**src/rtl/image_exchange_engine.sv**
```systemverilog
// image_exchange_engine
//   Exchange-port initiator for the dual-port 1-bit image memory. When START
//   is accepted it sweeps the IMG_W x IMG_H image in raster order. For each
//   pixel it applies a 1x3 horizontal operator (NOT/ERODE/DILATE/EDGE) and
//   writes the result back to the same address.
//
//   Optional feature macro: IMAGE_EXCHANGE_ONES_CNT_EN adds ONES_CNT, a count
//   of result=1 pixels written in the last run.
//
// Ports
//   CLK       in   clock, posedge
//   RST       in   synchronous active-high reset
//   START     in   start request, sampled only in IDLE
//   OP[1:0]   in   00 NOT, 01 ERODE, 10 DILATE, 11 EDGE (latched at start)
//   BUSY      out  high from the cycle after acceptance through the DONE cycle
//   DONE      out  one-cycle completion pulse
//   A_1       out  exchange address (read and write)
//   DI_1      out  exchange write data, registered (valid the cycle after WE_1)
//   WE_1      out  exchange write enable
//   DQ_1      in   exchange read data, combinational MEM[A_1]
//   ONES_CNT  out  (macro only) number of ones written in the last run
//
// State | meaning
//   IDLE   | waiting for START
//   RD     | read pixel A_1 into the window
//   WR     | write-request for pixel A_1; result loaded into DI_1
//   COMMIT | memory commits the last pixel; no request
//   FIN    | DONE pulse
module image_exchange_engine #(
  parameter int A_W   = 5,
  parameter int IMG_W = 8,
  parameter int IMG_H = 4
) (
  input  logic           CLK,
  input  logic           RST,
  input  logic           START,
  input  logic [1:0]     OP,
  output logic           BUSY,
  output logic           DONE,
  output logic [A_W-1:0] A_1,
  output logic           DI_1,
  output logic           WE_1,
  input  logic           DQ_1
`ifdef IMAGE_EXCHANGE_ONES_CNT_EN
  ,
  output logic [A_W:0]   ONES_CNT
`endif
);

  localparam int N  = IMG_W * IMG_H;
  localparam int CW = (IMG_W > 1) ? $clog2(IMG_W) : 1;

  localparam logic [A_W-1:0] IDX_LAST = A_W'(N - 1);
  localparam logic [A_W-1:0] IDX_PEN  = A_W'(N - 2);
  localparam logic [CW-1:0]  COL_LAST = CW'(IMG_W - 1);

  typedef enum logic [2:0] {
    S_IDLE,
    S_RD,
    S_WR,
    S_COMMIT,
    S_FIN
  } state_t;

  state_t         state_q, state_d;
  logic [A_W-1:0] rd_q, rd_d;
  logic [A_W-1:0] wr_q, wr_d;
  logic [CW-1:0]  col_q, col_d;
  logic [2:0]     win_q, win_d;   // [2]=left, [1]=centre, [0]=right
  logic [1:0]     op_q, op_d;
  logic           di_q, di_d;
`ifdef IMAGE_EXCHANGE_ONES_CNT_EN
  logic [A_W:0]   ones_q, ones_d;
`endif

  logic pix_l, pix_c, pix_r, result;

  // Border masking: no wrap across rows.
  always_comb begin
    pix_l = (col_q == '0) ? 1'b0 : win_q[2];
    pix_c = win_q[1];
    pix_r = (col_q == COL_LAST) ? 1'b0 : win_q[0];
    case (op_q)
      2'b00:   result = ~pix_c;
      2'b01:   result = pix_l & pix_c & pix_r;
      2'b10:   result = pix_l | pix_c | pix_r;
      default: result = pix_c & ~(pix_l & pix_r);
    endcase
  end

  always_comb begin
    state_d = state_q;
    rd_d    = rd_q;
    wr_d    = wr_q;
    col_d   = col_q;
    win_d   = win_q;
    op_d    = op_q;
    di_d    = di_q;
`ifdef IMAGE_EXCHANGE_ONES_CNT_EN
    ones_d  = ones_q;
`endif
    BUSY    = (state_q != S_IDLE);
    DONE    = (state_q == S_FIN);
    WE_1    = (state_q == S_WR);
    case (state_q)
      S_RD:     A_1 = rd_q;
      S_WR:     A_1 = wr_q;
      S_COMMIT: A_1 = IDX_LAST;
      default:  A_1 = '0;
    endcase

    case (state_q)
      S_IDLE: begin
        if (START) begin
          state_d = S_RD;
          rd_d    = '0;
          wr_d    = '0;
          col_d   = '0;
          win_d   = '0;
          op_d    = OP;
`ifdef IMAGE_EXCHANGE_ONES_CNT_EN
          ones_d  = '0;
`endif
        end
      end
      S_RD: begin
        win_d   = {win_q[1:0], DQ_1};
        rd_d    = rd_q + A_W'(1);
        // Two reads prime the window before the first write.
        state_d = (rd_q == '0) ? S_RD : S_WR;
      end
      S_WR: begin
        di_d  = result;
        wr_d  = wr_q + A_W'(1);
        col_d = (col_q == COL_LAST) ? '0 : col_q + CW'(1);
`ifdef IMAGE_EXCHANGE_ONES_CNT_EN
        ones_d = ones_q + {{A_W{1'b0}}, result};
`endif
        if (wr_q == IDX_LAST) begin
          state_d = S_COMMIT;
        end else if (wr_q == IDX_PEN) begin
          // Nothing left to read: shift a zero in for the last pixel.
          state_d = S_WR;
          win_d   = {win_q[1:0], 1'b0};
        end else begin
          state_d = S_RD;
        end
      end
      S_COMMIT: state_d = S_FIN;
      S_FIN:    state_d = S_IDLE;
      default:  state_d = S_IDLE;
    endcase
  end

  always_ff @(posedge CLK) begin
    if (RST) begin
      state_q <= S_IDLE;
      rd_q    <= '0;
      wr_q    <= '0;
      col_q   <= '0;
      win_q   <= '0;
      op_q    <= '0;
      di_q    <= 1'b0;
`ifdef IMAGE_EXCHANGE_ONES_CNT_EN
      ones_q  <= '0;
`endif
    end else begin
      state_q <= state_d;
      rd_q    <= rd_d;
      wr_q    <= wr_d;
      col_q   <= col_d;
      win_q   <= win_d;
      op_q    <= op_d;
      di_q    <= di_d;
`ifdef IMAGE_EXCHANGE_ONES_CNT_EN
      ones_q  <= ones_d;
`endif
    end
  end

  assign DI_1 = di_q;
`ifdef IMAGE_EXCHANGE_ONES_CNT_EN
  assign ONES_CNT = ones_q;
`endif

endmodule

```
**config.mk**
```make
export PLATFORM = sky130hd
export DESIGN_NAME = image_exchange_engine
export DESIGN_NICKNAME = d
export VERILOG_FILES = /design/src/rtl/image_exchange_engine.sv
export SDC_FILE = /design/constraint.sdc
export NUM_CORES = 1
export LEC_CHECK = 0
export ABC_AREA = 1
export CAP_MARGIN = 40
export CORE_ASPECT_RATIO = 1.25
export CORE_UTILIZATION = 44
export DETAILED_ROUTE_END_ITERATION = 16
export PLACE_DENSITY_LB_ADDON = 0.2
export SYNTH_ARGS = -nofsm -noshare
export SYNTH_HDL_FRONTEND = slang
export SYNTH_SLANG_ARGS = --single-unit
export TNS_END_PERCENT = 50
```
**constraint.sdc**
```tcl
create_clock -name CLK -period 1.6 [get_ports CLK]
set_input_delay 0.32 -clock CLK [delete_from_list [all_inputs] [get_ports CLK]]
set_output_delay 0.32 -clock CLK [all_outputs]
set_load 0.02 [all_outputs]
```
==> qor.yml, run 1 <==
setup_path:
  path_max_fanout: 6
  worstPathArrival_ns: 1.28
  path_class: "register to output pin"
  start_kind: "register"
  critPathCaptureType: "output pin"
  cp_cell_sequence: "inv_2 > nor2_4 > nand2_4 > o221ai_1 > buf_2"
  crit_buf_inv: 2
  path_delay_family: "flip-flops"
  cp_num_cells: 5
  slowest_stage: "dfxtp_2"
  reg2reg_depth: 9
  cp.required_ns: 1.28
  cp_slowest_stage_delay_ns: 0.36
sta:
  setup_ws_ns: -0.00403
  skew_ns: 0.00431
  maxSlewViolCount: 0
  max_freq_mhz: 623
  fin_crit_ns: 1.60
  tns_ns: -0.00758
  rsz0062_at_grt: "true"
  setup-violations-final: 2
  holdWs_ns: 0.473
  period_share: 1.00
  worst_pin_slew_ns: 0.236
  finalHoldViolCount: 0
  slew_headroom: 0.842
synth:
  synth-seq-cells: 22
  yosysSeqAreaShare: 0.345
  ys_warn_count: 0
  syn_inst: 173
  synth.avg_cell_area_sq_um: 7.38
  ys_types: 31
  netlist_area_sq_um: 1280
  syn_nets: 187
detailed_routing:
  vias: 1262
  wl_per_cell_microns: 12.3
  antenna_left: 0
  drt-total-wl_microns: 3000
  first_pass_iters: 4
  routed_via_density: 5.17
  drt_iter0_drc: 27
  drc_errors: 0
floorplan:
  row_count: 21
  die-area_sq_um: 3120
  die_x_microns: 50.2
  die_h_microns: 62.2
  initial_core_util: 0.472
  ioPinCount: 15
  core_area_sq_um: 2710
cells_and_area:
  layout.nets: 225
  final_common_cell: "nand2_1"
  final_cell_mix: "nand2_1 (33), buf_4 (25), inv_1 (21)"
  drive_gt1_frac: 0.300
  diodes: 0
  area_delta_synth_final_pct: 27.5
  final_util: 0.602
  fillers: 279
  seq_area_sq_um: 452
  stdcell_area_sq_um: 1630
  multiInputGateArea_sq_um: 712
place:
  hpwl_microns: 2310
  port_buffers: 14
  placed_cell_area_sq_um: 1600
  place_ws_ns: -0.175
  gp_congestion: 0.820
grt:
  antenna_found_initial: 0
  grt_pass1_wl_microns: 4990
  grt_start_max_net_pins: 16
  grt_remaining_overflow: 0
  grt_pass1_vias: 1129
  grtUsageTotal: 0.207
clock_network:
  clock_path_buffers: 2
  cts.htree.levels: 1
  root_buffer: "clkbuf_4"
  clkLatencyLatePin_ns: 0.31
  clock-sinks: 22
  cts_made_buffers: 3
  clk_pin_slew_worst_paths_ns: 0.13
  cts_tree: "built"
outcome:
  violations: "setup timing"
  status: "finished, violations left"
power_and_ir_drop:
  ir_drop_v: 0.000566
  power_leakage_nw: 0.713
  pwr_density_cell_nw_per_um2: 730
hold_path:
  holdPathStages: 2
  worstHoldPathType: "register to register"
run:
  maxCapViolCount: 0
[report_power, final]
part,switching [W],internal (W)
logic,0.000155,0.000114
registers,0.0000249,0.000572
clock network,0.000184,0.000139
[what timing repair did]
action / 4_1_cts / 5_1_grt
hold buffers: 0 / 0
resized for setup: 43 / 11
endpoints found under the setup margin: 8 / 12
buffers inserted: 0 / 1
pin swaps: 0 / 2
[final cells by class]
type                            count  share of cell area
Timing Repair Buffer               36               0.169
Sequential cell                    22               0.277
Inverter                           29              0.0684
Multi-Input combinational cell    119               0.437
Clock buffer                        4              0.0223
Tap cell                           34              0.0261
[routing by layer]
metal  vias up  routed length (microns)  global-route usage
met5         -                        0                   0
met4         0                       36              0.0857
met2        28                     1530               0.353
met1       576                     1310               0.253
met3         4                      119              0.0294
li1        654                        -                   -
[stage by stage]
step / total power (W) / instances
after floorplan: 0.000777 / 173
after global routing: 0.00125 / 244
after global placement: 0.000877 / 239
after CTS: 0.00120 / 243
final: 0.00119 / 244
after detailed placement: 0.000887 / 239
[path summary, 6_finish.rpt]
check | start | endpoint | slack [ns]
min | DI_1$_SDFFE_PP0P_ | DI_1$_SDFFE_PP0P_ | 0.47
max reg2reg | wr_q[1]$_SDFFE_PP0P_ | win_q[1]$_SDFFE_PP0P_ | 0.12
max | state_q[1]$_SDFFE_PP0P_ | A_1[1] | -0.004
min reg2reg | DI_1$_SDFFE_PP0P_ | DI_1$_SDFFE_PP0P_ | 0.47
[registers in the layout (all words and copies together) (netlist names)]
signal,cells
rd_q,5
wr_q,5
col_q,3
state_q,3
win_q,3
op_q,2
DI_1,1
[logic make-up after synthesis]
| group | Yosys count | synth area share |
|---|---|---|
| AO/OA/AOI/OAI | 45 | 0.214 |
| adder cells (fa/ha/maj) | 8 | 0.0784 |
| flip-flops | 22 | 0.345 |
| AND/OR/NAND/NOR | 66 | 0.262 |
| buffers and inverters | 32 | 0.102 |
[worst reg2reg max path, cell delays in order, from the launching register on]
cell and delay, ns:
dfxtp_2 0.39, ha_2 0.19, inv_2 0.04, nor3_1 0.14, ha_1 0.21, nor2_2 0.04, nor2_2 0.13, nor2_2 0.08
o21ai_1 0.13, nor2_1 0.05
[cell usage after synthesis (all sizes together)]
cell type,number,share of area
ha,8,0.078
nor2,16,0.059
buf,2,0.012
a21oi,20,0.090
inv,29,0.087
nor3,3,0.021
o31ai,1,0.0059
nand2,38,0.13
dfxtp,22,0.34
o22ai,1,0.0049
a21boi,1,0.0059
o21ai,15,0.062
o221ai,4,0.027
a211oi,2,0.012
a21o,1,0.0059
nand4,4,0.020
nand3,5,0.029
clkbuf,1,0.0029
No activity file was read; power rests on OpenSTA's default activity.
==> run 2: changes to the inputs <==
CORE_MARGIN = 2   (was unset)
==> run 2 against run 1 <==
Against the previous run:
- the flow now finishes without violations
- combinational power rose by 4%
- sequential share of layout area fell by 0.57 points
- clock-buffer cell count did not move
- worst setup slack improved by 0.030 ns
- worst hold slack improved by 0.00079 ns
- utilization rose by 0.34 points
- register-to-register slack barely moved
- total power rose by 0.33%
- global-route usage fell by 0.63 points
- maximum frequency rose by 1.9%
- routed wire length rose by 3.3%
- largest power group unchanged
==> qor.yml, run 2 (synthesis gave the netlist of run 1 again) <==
sta:
  worst_pin_slew_ns: 0.222  # -0.0133 ns
  maxSlewViolCount: 0  # unchanged
  fin_crit_ns: 1.57  # -0.0301 ns
  setup_ws_ns: 0.0261  # +0.0301 ns
  period_share: 0.984  # -0.0188
  rsz0062_at_grt: "true"
  max_freq_mhz: 635  # +1.9%
  tns_ns: 0  # +0.00758 ns
  skew_ns: 0.00759  # +0.00328 ns
  finalHoldViolCount: 0  # unchanged
  setup-violations-final: 0  # -2
  slew_headroom: 0.850  # +0.00892
cells_and_area:
  final_cell_mix: "nand2_1 (33), buf_4 (28), inv_1 (22)"
  final_cell_count_no_fill: 246  # +0.82%
  layout.nets: 227  # +0.89%
  top_regs: "rd_q (5), wr_q (5)"
  diodes: 0  # unchanged
  drive_gt1_frac: 0.311  # +0.0113
  area_delta_synth_final_pct: 29.5
  final_common_cell: "nand2_1"
hold_path:
  hold_path.startpoint: "wr_q[0]$_SDFFE_PP0P_"
  worstHoldPathType: "register to register"
  holdPathStages: 1  # -1
  hold_path_end: "wr_q[0]$_SDFFE_PP0P_"
floorplan:
  row_count: 21  # unchanged
  core_area_sq_um: 2730  # +0.97%
  die_h_microns: 64.2  # +3.2%
  ioPinCount: 15  # unchanged
  die_x_microns: 52.2  # +4.0%
  initial_core_util: 0.467  # -0.00454
  die-area_sq_um: 3350  # +7.3%
place:
  port_buffers: 14  # unchanged
  gp_congestion: 0.778  # -5.1%
  dp.cells: 241  # +0.84%
  place_ws_ns: -0.162  # +0.0134 ns
  hpwl_microns: 2340  # +1.7%
power_and_ir_drop:
  p_total_w: 0.00119  # +0.33%
  p_comb_frac: 0.234  # +0.008
  power_frac_clock: 0.266  # -0.006
  pwr_density_cell_nw_per_um2: 721  # -1.2%
  switchingPower_w: 0.000363  # -0.34%
  power_leakage_nw: 0.721  # +1.2%
  p_sw_frac: 0.304  # -0.00203
  seqPwrFrac: 0.500  # -0.002
  p_int_w: 0.000831  # +0.62%
  ir_drop_v: 0.000468  # -17%
setup_path:
  worstPathArrival_ns: 1.25  # -0.03 ns
  slowest_stage: "dfxtp_2"
  r2r-start: "wr_q[2]$_SDFFE_PP0P_"
  r2r-end: "win_q[1]$_SDFFE_PP0P_"
  path_class: "register to output pin"
  ff2ff_setup_slack_ns: 0.11  # about the same
  cp.required_ns: 1.28  # about the same
  cp_cell_sequence: "inv_2 > nor2_4 > nand2_4 > o221ai_1 > buf_4"
  cp_slowest_stage_delay_ns: 0.35  # about the same
  crit_buf_inv: 2  # unchanged
  path_delay_family: "flip-flops"
  reg2reg_depth: 9  # unchanged
  critPathCaptureType: "output pin"
  start_kind: "register"
  path_max_fanout: 7  # +1
run:
  maxCapViolCount: 0  # unchanged
detailed_routing:
  drt_iter0_drc: 42  # +56%
  vias: 1258  # -0.32%
  wl_per_cell_microns: 12.6  # +2.5%
  drc_errors: 0  # unchanged
  routed_via_density: 5.11  # -1.1%
  first_pass_iters: 4  # unchanged
  drt-total-wl_microns: 3100  # +3.3%
  antenna_left: 0  # unchanged
grt:
  antenna_found_initial: 0  # unchanged
  grt_remaining_overflow: 0  # unchanged
  grt_start_max_net_pins: 16  # unchanged
  grt_pass1_vias: 1224  # +8.4%
  grt_pass1_wl_microns: 5150  # +3.2%
  grtUsageTotal: 0.201  # -0.00635
clock_network:
  clk_pin_slew_worst_paths_ns: 0.12  # about the same
  cts_made_buffers: 3  # unchanged
  cts.htree.levels: 1  # unchanged
  clock_path_buffers: 2  # unchanged
  cts_tree: "built"
  clock-sinks: 22  # unchanged
  clkLatencyLatePin_ns: 0.31  # about the same
  root_buffer: "clkbuf_4"
outcome:
  status: "finished clean"
[run 2: changes by cell type in the layout (fill, tap and decap cells not counted)]
cell	before	now
dfxtp_4	2	1
buf_4	25	28
o21ai_1	3	5
buf_2	5	4
o21ai_0	11	9
inv_1	21	22
nor3_2	0	2
dfxtp_2	3	4
nor3_1	2	0
inv_2	7	6
[run 2: area by class of cell]
class / instances / area [sq um]
tap: 34 / 42.5
clock buffer: 4 / 36.3
inverter: 29 / 111
fill: 269 / 1080
multi-input combinational: 119 / 722
timing repair buffer: 38 / 293
sequential: 22 / 449
[run 2: worst reg2reg max path, stage by stage (launching register included)]
cell     delay (ns)
dfxtp_1        0.36
inv_1          0.07
buf_4          0.14
nor3_2         0.19
ha_2           0.22
nor2_2         0.05
nor2_2         0.14
nor2_2         0.07
o21ai_1        0.12
nor2_1         0.04
[run 2: metal layers]
layer | share of wire | vias to the layer above | track usage | wire [microns]
met2 | 0.53 | 18 | 0.375 | 1630
met5 | 0 | - | 0 | 0
li1 | - | 649 | - | -
met1 | 0.43 | 586 | 0.226 | 1340
met3 | 0.026 | 5 | 0.0234 | 82
met4 | 0.014 | 0 | 0.0705 | 44
[run 2: power groups by stage]
stage	sequential [W]	clock [W]	combinational, W
5_1_grt	0.000600	0.000343	0.000309
4_1_cts	0.000597	0.000324	0.000280
3_5_place_dp	0.000608	0	0.000279
3_3_place_gp	0.000606	0	0.000272
2_1_floorplan	0.000607	0	0.000170
6_report	0.000597	0.000317	0.000280
[run 2: worst max-delay path by stage]
stage / from / endpoint / slack, ns / depth (start not counted)
floorplan: state_q[1]$_SDFFE_PP0P_ / A_1[0] / 0.09 / 5
global placement: state_q[2]$_SDFFE_PP0P_ / DONE / -0.15 / 4
detailed placement: state_q[2]$_SDFFE_PP0P_ / DONE / -0.16 / 4
CTS: state_q[0]$_SDFFE_PP0P_ / BUSY / 0.002 / 4
global route: state_q[1]$_SDFFE_PP0P_ / A_1[3] / -0.05 / 5
finish: state_q[1]$_SDFFE_PP0P_ / A_1[1] / 0.03 / 5
[run 2: what timing repair did]
action	CTS	global route
gates resized for setup	47	10
endpoints found under the setup margin	8	12
pin swaps	0	2
setup buffers	1	0
hold buffers	0	0
[run 2: stage by stage]
stage | cell area [sq um] | util | hold slack [ns]
final | 1650 | 0.605 | 0.474
after global routing | 1650 | 0.605 | 0.511
after CTS | 1640 | 0.600 | 0.478
after detailed placement | 1610 | 0.591 | 0.460
after global placement | 1610 | 0.591 | 0.454
after floorplan | 1280 | - | 0.447
==> run 3: changes to the inputs <==
PLACE_DENSITY = 0.71   (was unset)
PLACE_DENSITY_LB_ADDON = unset   (was 0.2)
clock period = 1.3 ns   (was 1.6 ns; I/O delays follow)
==> run 3 against run 2 <==
Against the previous run:
- die area is the same
- first-iteration DRC count shrank 4.8%
- clock-buffer cell count shrank 1
- clock skew shrank 0.0035 ns
- non-clock buffer count grew 14
- the flow now finishes with violations (setup timing)
==> qor.yml, run 3 (synthesis gave the netlist of run 1 again) <==
outcome:
  status: "finished, violations left"
  violations: "setup timing"
setup_path:
  path_class: "register to output pin"
  start_kind: "register"
  worstPathArrival_ns: 1.29  # +0.04 ns
  critPathCaptureType: "output pin"
  path_max_fanout: 4  # -3
  cp.required_ns: 1.04  # -0.24 ns
detailed_routing:
  drt_iter0_drc: 40  # -4.8%
  antenna_left: 0  # unchanged
  routed_via_density: 5.25  # +2.6%
  drt-total-wl_microns: 3500  # +13%
  drc_errors: 0  # unchanged
  vias: 1359  # +8.0%
  wl_per_cell_microns: 13.5  # +7.4%
  first_pass_iters: 4  # unchanged
grt:
  grt_start_max_net_pins: 12  # -4
  grt_pass1_wl_microns: 5800  # +13%
  grtUsageTotal: 0.224  # +0.0229
  grt_pass1_vias: 1370  # +12%
  antenna_found_initial: 0  # unchanged
  grt_remaining_overflow: 0  # unchanged
sta:
  fin_crit_ns: 1.55
  period_share: 1.19
  setup-violations-final: 14  # +14
  tns_ns: -2.43  # -2.43 ns
  skew_ns: 0.00412  # -0.00347 ns
  maxSlewViolCount: 0  # unchanged
  worst_pin_slew_ns: 0.258  # +0.0361 ns
  max_freq_mhz: 644
  slew_headroom: 0.826  # -0.0242
  finalHoldViolCount: 0  # unchanged
  rsz0062_at_grt: "true"
  setup_ws_ns: -0.252  # -0.278 ns
  holdWs_ns: 0.488  # +0.0148 ns
clock_network:
  cts_made_buffers: 3  # unchanged
  clock-sinks: 22  # unchanged
  cts.htree.levels: 1  # unchanged
  cts_tree: "built"
  clkLatencyLatePin_ns: 0.31  # about the same
  root_buffer: "clkbuf_4"
  clock_path_buffers: 2  # unchanged
  clk_pin_slew_worst_paths_ns: 0.12  # about the same
  cts_hold_buffers: 0  # unchanged
power_and_ir_drop:
  ir_drop_v: 0.000558  # +19%
  p_comb_frac: 0.290  # +0.056
  pwr_density_cell_nw_per_um2: 760  # +5.3%
  p_total_w: 0.00147  # +23%
  power_leakage_nw: 0.782  # +8.4%
  seqPwrFrac: 0.495  # -0.005
  power_frac_clock: 0.215  # -0.051
  switchingPower_w: 0.000472  # +30%
  p_sw_frac: 0.321  # +0.0166
  p_int_w: 0.00100  # +21%
floorplan:
  die_h_microns: 64.2  # unchanged
  die-area_sq_um: 3350  # unchanged
  row_count: 21  # unchanged
  ioPinCount: 15  # unchanged
  core_area_sq_um: 2730  # unchanged
  die_x_microns: 52.2  # unchanged
  initial_core_util: 0.467  # unchanged
cells_and_area:
  final_cell_mix: "buf_4 (36), nand2_1 (32), inv_1 (19)"
  layout.nets: 241  # +6.2%
  area_delta_synth_final_pct: 51.8
  final_util: 0.710  # +0.104
  final_cell_count_no_fill: 259  # +5.3%
  drive_gt1_frac: 0.436  # +0.124
  top_regs: "rd_q (5), wr_q (5)"
  diodes: 0  # unchanged
  final_common_cell: "buf_4"
run:
  maxCapViolCount: 0  # unchanged
place:
  gp_congestion: 0.830  # +6.7%
  port_buffers: 14  # unchanged
  hpwl_microns: 2620  # +12%
  dp.cells: 251  # +4.1%
hold_path:
  worstHoldPathType: "register to register"
-- run 3: changes by cell type in the layout (fill, tap and decap cells not counted), sizes merged --
cell and change:
dlymetal6s2s -1, buf +14, dlygate4sd2 +1, clkbuf -1
-- run 3: power by group through the flow --
stage	registers [W]	clock network [W]	logic (W)
final	0.000729	0.000317	0.000427
after CTS	0.000731	0.000325	0.000399
after global routing	0.000735	0.000345	0.000468
after global placement	0.000744	0	0.000367
after detailed placement	0.000746	0	0.000380
after floorplan	0.000747	0	0.000219
-- run 3: area by class of cell --
type | count | area (sq um)
clock buffer | 3 | 22.5
inverter | 29 | 114
tap | 34 | 42.5
timing repair buffer | 52 | 435
fill | 215 | 793
sequential | 22 | 462
multi-input combinational | 119 | 863
-- run 3: final timing paths --
kind	start	endpoint	slack, ns	cells past startpoint
max	state_q[0]$_SDFFE_PP0P_	DONE	-0.25	3
min	DI_1$_SDFFE_PP0P_	DI_1$_SDFFE_PP0P_	0.49	2
max reg2reg	state_q[0]$_SDFFE_PP0P_	win_q[0]$_SDFFE_PP0P_	-0.18	8
min reg2reg	DI_1$_SDFFE_PP0P_	DI_1$_SDFFE_PP0P_	0.49	2
-- run 3: worst max-delay path, cell delays in order (launching register included) --
cell     delay [ns]
dfxtp_4        0.39
buf_4          0.15
nor3_1         0.24
buf_2          0.21
-- run 3: routing by layer --
layer	routed length, microns	share of wire	GRT usage
met5	0	0	0
met2	1940	0.55	0.427
met3	79	0.023	0.0210
met4	36	0.010	0.0641
met1	1440	0.41	0.253
-- run 3: per-stage QoR --
step | cell area (sq um) | worst slack, ns
after floorplan | 1310 | -0.111
after global placement | 1730 | -0.369
after detailed placement | 1730 | -0.417
after CTS | 1840 | -0.257
after global routing | 1940 | -0.325
final | 1940 | -0.252
-- run 3: timing repair --
item / CTS / global route
pin swaps: 12 / 9
setup endpoints to repair: 29 / 28
setup buffers: 5 / 0
gates resized for setup: 73 / 24
gates cloned: 0 / 0
